--- config.mk ---
export PLATFORM = sky130hd
export DESIGN_NAME = fp_mant_mul_seq
export DESIGN_NICKNAME = d
export VERILOG_FILES = /design/src/rtl/fp_mul_pkg.sv /design/src/rtl/fp_mul_step.sv /design/src/rtl/fp_mant_mul_seq.sv
export SDC_FILE = /design/constraint.sdc
export NUM_CORES = 1
export LEC_CHECK = 0
export ABC_CLOCK_PERIOD_IN_PS = 2800
export CORE_AREA = 8 8 154 84
export CTS_CLUSTER_DIAMETER = 80
export DETAILED_ROUTE_END_ITERATION = 10
export DIE_AREA = 0 0 162 92
export PLACE_DENSITY = 0.85
export SYNTH_ARGS = -nofsm -noshare
export SYNTH_HDL_FRONTEND = slang
export SYNTH_SLANG_ARGS = --single-unit
--- constraint.sdc ---
create_clock -name clk -period 2.8 [get_ports clk]
set_clock_uncertainty 0.2 [all_clocks]
set_input_delay 0.56 -clock clk [delete_from_list [all_inputs] [get_ports clk]]
set_output_delay 0.56 -clock clk [all_outputs]
set_load 0.01 [all_outputs]
--- src/rtl/fp_mul_pkg.sv ---
// Shared definitions for the real_mul datapath: per-format widths, iteration counts, FSM encoding.
// Macro FP_MUL_RADIX4_EN selects radix-4 recoding (two multiplier bits per iteration).
package fp_mul_pkg;

   typedef enum logic [1:0] {
      IDLE = 2'd0,
      BUSY = 2'd1,
      DONE = 2'd2
   } mul_state_e;

   localparam int unsigned MANT_WIDTH_SP = 24;
   localparam int unsigned MANT_WIDTH_DP = 53;
   localparam int unsigned PROD_WIDTH_SP = 2 * MANT_WIDTH_SP;
   localparam int unsigned PROD_WIDTH_DP = 2 * MANT_WIDTH_DP;

`ifdef FP_MUL_RADIX4_EN
   localparam int unsigned RADIX_STEP = 2;
`else
   localparam int unsigned RADIX_STEP = 1;
`endif

   localparam int unsigned ITER_SP = (MANT_WIDTH_SP + RADIX_STEP - 1) / RADIX_STEP;
   localparam int unsigned ITER_DP = (MANT_WIDTH_DP + RADIX_STEP - 1) / RADIX_STEP;

   function automatic int unsigned iter_count(input int unsigned mant_width);
      return (mant_width + RADIX_STEP - 1) / RADIX_STEP;
   endfunction

endpackage

--- src/rtl/fp_mul_step.sv ---
// One shift-add iteration on the partial-product register: hi += digit*A, then shift right by the radix step.
// Macro FP_MUL_RADIX4_EN selects radix-4 (digit in 0..3, 3A supplied precomputed).
module fp_mul_step
   import fp_mul_pkg::*;
#(
   parameter int unsigned MW = 24,
   parameter int unsigned MB = 24
)(
   input  logic [MW+MB-1:0] p,
   input  logic [MW-1:0]    a,
`ifdef FP_MUL_RADIX4_EN
   input  logic [MW+1:0]    a3,
`endif
   output logic [MW+MB-1:0] p_next
);

   localparam int unsigned SUM_W = MW + RADIX_STEP;

   logic [SUM_W-1:0] addend;
   logic [SUM_W-1:0] sum;

   always_comb begin
      addend = '0;
`ifdef FP_MUL_RADIX4_EN
      case (p[1:0])
         2'd1:    addend = {2'b00, a};
         2'd2:    addend = {1'b0, a, 1'b0};
         2'd3:    addend = a3;
         default: addend = '0;
      endcase
`else
      if (p[0]) addend = {1'b0, a};
`endif
      // hi stays below A, so hi + 3A fits in SUM_W bits and the shifted hi fits back in MW
      sum    = {{RADIX_STEP{1'b0}}, p[MW+MB-1:MB]} + addend;
      p_next = {sum, p[MB-1:RADIX_STEP]};
   end

endmodule

--- src/rtl/fp_mant_mul_seq.sv ---
// Iterative shift-add mantissa multiplier with valid/ready handshakes; exact unrounded product.
// Macro FP_MUL_RADIX4_EN selects radix-4 iteration (half the latency); results are identical.
module fp_mant_mul_seq
   import fp_mul_pkg::*;
#(
   parameter int unsigned IS_DOUBLE  = 0,
   parameter int unsigned MANT_WIDTH = (IS_DOUBLE != 0) ? MANT_WIDTH_DP : MANT_WIDTH_SP,
   parameter int unsigned PROD_WIDTH = 2 * MANT_WIDTH
)(
   input  logic                  clk,
   input  logic                  rst_n,
   input  logic                  in_valid,
   output logic                  in_ready,
   input  logic [MANT_WIDTH-1:0] mant_a,
   input  logic [MANT_WIDTH-1:0] mant_b,
   input  logic                  sign_a,
   input  logic                  sign_b,
   output logic                  out_valid,
   input  logic                  out_ready,
   output logic [PROD_WIDTH-1:0] product,
   output logic                  sign_out,
   output logic                  msb_set,
   output logic                  zero_flag
);

   localparam int unsigned ITER   = iter_count(MANT_WIDTH);
   localparam int unsigned MB     = ITER * RADIX_STEP;
   localparam int unsigned PW_EXT = MANT_WIDTH + MB;
   localparam int unsigned CNT_W  = $clog2(ITER);

   mul_state_e          state_q, state_d;
   logic                rdy_en_q;
   logic                load;
   logic [CNT_W-1:0]    cnt_q;
   logic [MANT_WIDTH-1:0] a_q;
   logic [PW_EXT-1:0]   p_q;
   logic [PW_EXT-1:0]   p_next;
   logic                sign_q;
`ifdef FP_MUL_RADIX4_EN
   logic [MANT_WIDTH+1:0] a3_q;
`endif

   fp_mul_step #(
      .MW (MANT_WIDTH),
      .MB (MB)
   ) u_step (
      .p      (p_q),
      .a      (a_q),
`ifdef FP_MUL_RADIX4_EN
      .a3     (a3_q),
`endif
      .p_next (p_next)
   );

   always_comb begin
      state_d   = state_q;
      in_ready  = 1'b0;
      out_valid = 1'b0;
      load      = 1'b0;
      case (state_q)
         IDLE: begin
            in_ready = rdy_en_q;
            if (in_valid && rdy_en_q) begin
               load    = 1'b1;
               state_d = BUSY;
            end
         end
         BUSY: if (cnt_q == '0) state_d = DONE;
         DONE: begin
            out_valid = 1'b1;
            if (out_ready) state_d = IDLE;
         end
         default: state_d = IDLE;
      endcase
   end

   // rdy_en_q keeps in_ready low until the first edge after reset release
   always_ff @(posedge clk or negedge rst_n) begin
      if (!rst_n) begin
         state_q  <= IDLE;
         rdy_en_q <= 1'b0;
      end else begin
         state_q  <= state_d;
         rdy_en_q <= 1'b1;
      end
   end

   always_ff @(posedge clk or negedge rst_n) begin
      if (!rst_n) begin
         cnt_q  <= '0;
         a_q    <= '0;
         p_q    <= '0;
         sign_q <= 1'b0;
`ifdef FP_MUL_RADIX4_EN
         a3_q   <= '0;
`endif
      end else if (load) begin
         cnt_q  <= CNT_W'(ITER - 1);
         a_q    <= mant_a;
         p_q    <= PW_EXT'(mant_b);
         sign_q <= sign_a ^ sign_b;
`ifdef FP_MUL_RADIX4_EN
         a3_q   <= {2'b00, mant_a} + {1'b0, mant_a, 1'b0};
`endif
      end else if (state_q == BUSY) begin
         p_q   <= p_next;
         cnt_q <= cnt_q - CNT_W'(1);
      end
   end

   assign product   = p_q[PROD_WIDTH-1:0];
   assign sign_out  = sign_q;
   assign msb_set   = product[PROD_WIDTH-1];
   assign zero_flag = (product == '0);

endmodule

==> results of run 1 <==
## report_power, final
group          switching [mW]  total (mW)  internal (mW)
Clock                   0.518        1.22          0.700
Combinational            2.52        4.84           2.31
Sequential              0.557        2.30           1.74
Total                    3.60        8.35           4.75
## path summary, 6_finish.rpt
check | startpoint | endpoint | slack (ps) | depth (start not counted)
worst min register to register | a_q[4] | a_q[4] | 270 | 2
worst min-delay path | rst_n | cnt_q[4] | 70 | 1
worst max register to register | product[0] | product[43] | 70 | 9
max in group asynchronous | rst_n | product[0] | 1710 | 2
worst max-delay path | product[0] | product[43] | 70 | 9
min in group clk | a_q[4] | a_q[4] | 270 | 2
## layout by cell type (no fill, tap or decap), drive strengths merged, types with 15 or more instances in the layout
| cell type | n |
|---|---|
| a21oi | 26 |
| and2 | 25 |
| buf | 53 |
| clkdlybuf4s50 | 104 |
| dfrtp | 81 |
| ha | 26 |
| nand2 | 157 |
| nand3 | 15 |
| nor2 | 21 |
| o21ai | 36 |
## cells by family (layout without fill, tap and decap cells)
| kind of cell | after synthesis | after routing | share of synthesized area |
|---|---|---|---|
| AO/OA/AOI/OAI | 132 | 132 | 0.1919 |
| XOR/XNOR | 18 | 18 | 0.03202 |
| adder cells (fa/ha/maj) | 27 | 27 | 0.07014 |
| buffers and inverters | 47 | 185 | 0.04320 |
| flip-flops | 81 | 81 | 0.4117 |
| multiplexers | 1 | 1 | 0.002033 |
| other | 1 | 1 | 0.0007617 |
| AND/OR/NAND/NOR | 270 | 270 | 0.2483 |
## registers in the layout, indices dropped and copies added, names as in the netlist
signal,flops
rdy_en_q,1
cnt_q,5
state_q,2
a_q,24
sign_out,1
product,48
## metal layers
layer  vias to the layer above  track usage
met5                         -            0
met4                         0      0.04441
met3                        23      0.06913
met2                       259       0.2891
met1                      2318       0.3148
li1                       2295            -
## per-stage QoR
step / hold WS, ps / power (mW) / worst slack [ps] / instance area [um^2]
6_report: 73.38 / 8.352 / 73.96 / 6917
5_1_grt: 134.2 / 8.915 / -13.27 / 6917
4_1_cts: 88.22 / 8.109 / 8.477 / 6726
3_5_place_dp: 257.1 / 6.823 / -27.38 / 6404
3_3_place_gp: 254.9 / 6.712 / -0.4845 / 6404
2_1_floorplan: 64.41 / 4.764 / 10.94 / 4935
## layout make-up
cell class | count | area [um^2]
fill | 876 | 3759
sequential | 81 | 2028
clock inverter | 7 | 78.83
timing repair buffer | 158 | 1485
inverter | 11 | 41.29
multi-input combinational | 449 | 2877
tap | 145 | 181.4
clock buffer | 9 | 225.2
## what timing repair did
item | in CTS | in global routing
pin swaps | 3 | 9
hold buffers | 0 | 0
endpoints found under the setup margin | 4 | 11
resized for setup | 5 | 38
setup buffers | 1 | 2
hold endpoints to repair | 0 | 0
==> flow_summary.yaml, run 1 <==
timing:
  slew_headroom: 0.4533
  tightest_slew_ps: 820.1
  fin_crit_sh: 0.9736
  period_minus_slack_ps: 2726
  hold_viol: 0
  max_freq_mhz: 366.8
  fin_setup_tns_ps: 0
  slew_violations: 0
  setup_viol_count_final: 0
power_and_ir_drop:
  powerDensity_nw_per_um2: 1208
  p_leak_nw: 3.050
  peakVddDrop_uv: 630.9
place:
  globalplace.congestion: 0.9715
  port_buffers: 106
  dp_cells: 841
  place_hpwl_um: 12100
finish:
  post-route-util: 0.6479
  finalNonFillerCells: 860
  nNetsFinal: 791
  diodes: 0
  area_delta_synth_final_pct: 40.48
  drive_gt1_frac: 0.1692
synth:
  synth_commonest_cells: "155 x nand2_1, 81 x dfrtp_1, 33 x o21ai_0"
  syn-mean-instance-area_um2: 8.533
  yosysWarnings: 0
  ys_seq_area_frac: 0.4117
  synthCells: 577
  syn_nets: 658
  yosysTopAreaCell: "dfrtp_1"
  synth-edff-count: 0
  yosysMostFrequentCell: "nand2_1"
  synth_flop_cell: "dfrtp_1"
  synth_area_um2: 4923
  synth_top_cell_area_share: 0.4117
  ys_types: 57
  async_flop_share: 1.000
  ys_ff_latch: 81
  yosys-top-cells-area: "dfrtp_1 41%, nand2_1 12%, ha_1 6.6%"
setup_path:
  max_stage_delay_ps: 430
  crit_type: "reg2reg"
  cp_slowest_cell: "dfrtp_2"
  worstPathCellList: "buf_12 -> and2_1 -> ha_2 -> a21oi_4 -> nand2_2 -> a221oi_4 -> a2111oi_4 -> or3_1 -> a32o_1"
  path_max_fanout: 14
  crit_path_start_kind: "flip-flop"
  crit_buf_inv: 1
  required_ps: 2830
  crit_path_end_kind: "flip-flop"
  cp_top_family: "compound AO/OA/AOI/OAI gates"
  arrival_ps: 2750
floorplanning:
  die-area_um2: 14900
  die_y_um: 92
  ios: 107
  start_util: 0.4612
  core_um2: 10680
  rows: 27
  dieWidth_um: 162
cts:
  clock_sinks: 81
  clock_path_buffers: 2
  htreeDepth: 3
  cts_buffers: 9
  cts_tree: "done"
  cts_root_buf: "clkbuf_16"
  clkTransAtPathRegs_ps: 70
  clk_latency_ps: 340
grt:
  grt_pass1_vias: 4767
  grt_max_degree: 66
  grt_pass1_wl_um: 25510
  antenna_found_initial: 0
  overflow: 0
  track_usage: 0.2116
min_path:
  hold_class: "in2async"
detailed_routing:
  wire_per_inst_um: 18.61
  dr_wl_met3_um: 1753
  ant_nets: 0
  drtIter0Drc: 483
  dr_total_vias: 4895
  routed.top_layer: "met4"
  routed_wl_um: 16000
  met1Wirelength_um: 7554
  dr.pass1.iters: 5
  wl_met2_um: 6531
  drc: 0
  via_per_inst: 5.692
job:
  max-cap-violations: 0
run_status:
  status: "complete, no violations"
Power figures use the tool's default switching activity.
==> inputs of run 2 (changes only) <==
CTS_CLUSTER_DIAMETER = default   (was 80)
==> results of run 2 <==
Final layout, timing and power as in run 1 (identical DEF).
==> inputs of run 3 (changes only) <==
RECOVER_POWER = 100   (was default)
SLEW_MARGIN = 20   (was default)
==> flow_summary.yaml, run 3 (same netlist as run 1, synthesis figures left out) <==
cts:
  htreeDepth: 3
  ctsHoldBuffers: 0
  clk_latency_ps: 340
  clock_sinks: 81
  cts_buffers: 9
  cts_tree: "done"
  clkTransAtPathRegs_ps: 60
  clock_path_buffers: 2
  cts_root_buf: "clkbuf_16"
place:
  placed_area_um2: 6404
  place_ws_ps: -27.38
  place_hpwl_um: 12100
  port_buffers: 106
  globalplace.congestion: 0.9715
timing:
  max_freq_mhz: 366.0
  setup_viol_count_final: 0
  period_minus_slack_ps: 2732
  setup_ws_ps: 68.12
  hold_ws_ps: 271.6
  tightest_slew_ps: 1369
  fin_crit_sh: 0.9757
  fin_setup_tns_ps: 0
  hold_viol: 0
  slew_headroom: 0.08756
  slew_violations: 0
floorplanning:
  start_util: 0.4612
  rows: 27
  core_um2: 10680
  ios: 107
  dieWidth_um: 162
  die-area_um2: 14900
  die_y_um: 92
detailed_routing:
  wl_met2_um: 6446
  ant_nets: 0
  dr_wl_met3_um: 1585
  routed_wl_um: 16040
  dr_total_vias: 4881
  dr.pass1.iters: 5
  drtIter0Drc: 392
  drc: 0
  wire_per_inst_um: 18.65
  routed.top_layer: "met4"
  met1Wirelength_um: 7806
  via_per_inst: 5.676
setup_path:
  crit_type: "reg2reg"
  cp_slowest_cell: "dfrtp_2"
  required_ps: 2830
  cp_top_family: "compound AO/OA/AOI/OAI gates"
  timing.rr.end: "product[43]"
  path_max_fanout: 14
  max_stage_delay_ps: 430
  ff2ff_path_depth: 9
  r2r_setup_slack_ps: 70
  timing.rr.start: "product[0]"
  crit_path_start_kind: "flip-flop"
  crit_path_end_kind: "flip-flop"
  crit_buf_inv: 1
  worstPathCellList: "buf_12 -> and2_1 -> ha_2 -> a21oi_4 -> nand2_2 -> a221oi_4 -> a2111oi_4 -> or3_1 -> a32o_1"
  arrival_ps: 2760
finish:
  area_delta_synth_final_pct: 39.57
  nFillCells: 885
  final_area_um2: 6872
  final_common_cell: "nand2_1"
  diodes: 0
  drive_gt1_frac: 0.1650
  nNetsFinal: 791
  final_cell_mix: "154 x nand2_1, 80 x dfrtp_1, 53 x dlygate4sd3_1, 51 x clkdlybuf4s50_1, 46 x buf_4"
  largest_reg_flops: 48
power_and_ir_drop:
  combPwrFrac: 0.572
  p_leak_nw: 3.098
  clockPowerShare: 0.149
  powerDensity_nw_per_um2: 1193
  total_power_mw: 8.199
  seq_power_share: 0.279
  netSwitchingPower_mw: 3.585
  cellInternalPower_mw: 4.614
  peakVddDrop_uv: 604.4
  sw_frac_of_total: 0.4372
min_path:
  hold_depth: 2
  hold_start: "a_q[18]"
  holdPathEnd: "a_q[18]"
  hold_class: "reg2reg"
grt:
  antenna_found_initial: 0
  grt_pass1_wl_um: 25510
  track_usage: 0.2116
  grt_pass1_vias: 4767
  grt_max_degree: 66
  overflow: 0
run_status:
  status: "complete, no violations"
job:
  max-cap-violations: 0
-- run 3: power groups by stage --
stage | Sequential (mW) | Combinational [mW] | Clock [mW]
2_1_floorplan | 2.30 | 2.46 | 0
3_3_place_gp | 2.26 | 4.46 | 0
3_5_place_dp | 2.29 | 4.53 | 0
4_1_cts | 2.27 | 4.60 | 1.24
5_1_grt | 2.35 | 5.12 | 1.28
6_report | 2.29 | 4.69 | 1.22
-- run 3: worst max path at each step --
stage	from	end	slack [ps]	cells after the start
after global placement	product[0]	product[45]	-0.5	8
after floorplan	product[0]	product[43]	10	11
after CTS	product[0]	product[45]	8	9
after detailed placement	product[0]	product[45]	-30	8
final	product[0]	product[43]	70	9
after global routing	product[0]	product[45]	-10	9
-- run 3: metrics by stage --
| stage | instances | utilization |
|---|---|---|
| 4_1_cts | 858 | 0.6301 |
| 3_5_place_dp | 841 | 0.5999 |
| 6_report | 860 | 0.6437 |
| 2_1_floorplan | 577 | - |
| 5_1_grt | 860 | 0.6437 |
| 3_3_place_gp | 841 | 0.5999 |
-- run 3: what timing repair did --
| action | 4_1_cts | 5_1_grt |
|---|---|---|
| setup endpoints to repair | 4 | 11 |
| gates resized for setup | 5 | 38 |
| pin swaps | 3 | 9 |
| setup buffers | 1 | 2 |
| endpoints found under the hold margin | 0 | 0 |
-- run 3: per-layer routing --
metal  global-route usage  vias to the layer above
li1                     -                     2289
met1               0.3148                     2333
met2               0.2891                      232
met3              0.06913                       27
met4              0.04441                        0
met5                    0                        -
-- run 3: cell type report --
cell class,instances,area [um^2],share of cell area
multi-input combinational,449,2874,0.4182
sequential,81,2028,0.2952
timing repair buffer,158,1443,0.2099
clock buffer,9,225.2,0.03277
tap,145,181.4,0.02640
clock inverter,7,78.83,0.01147
inverter,11,41.29,0.006009
-- run 3: worst min-delay path: stages (launching register included) --
cell and delay, ps:
dfrtp_1 340, nand2_1 50, nand2_1 50
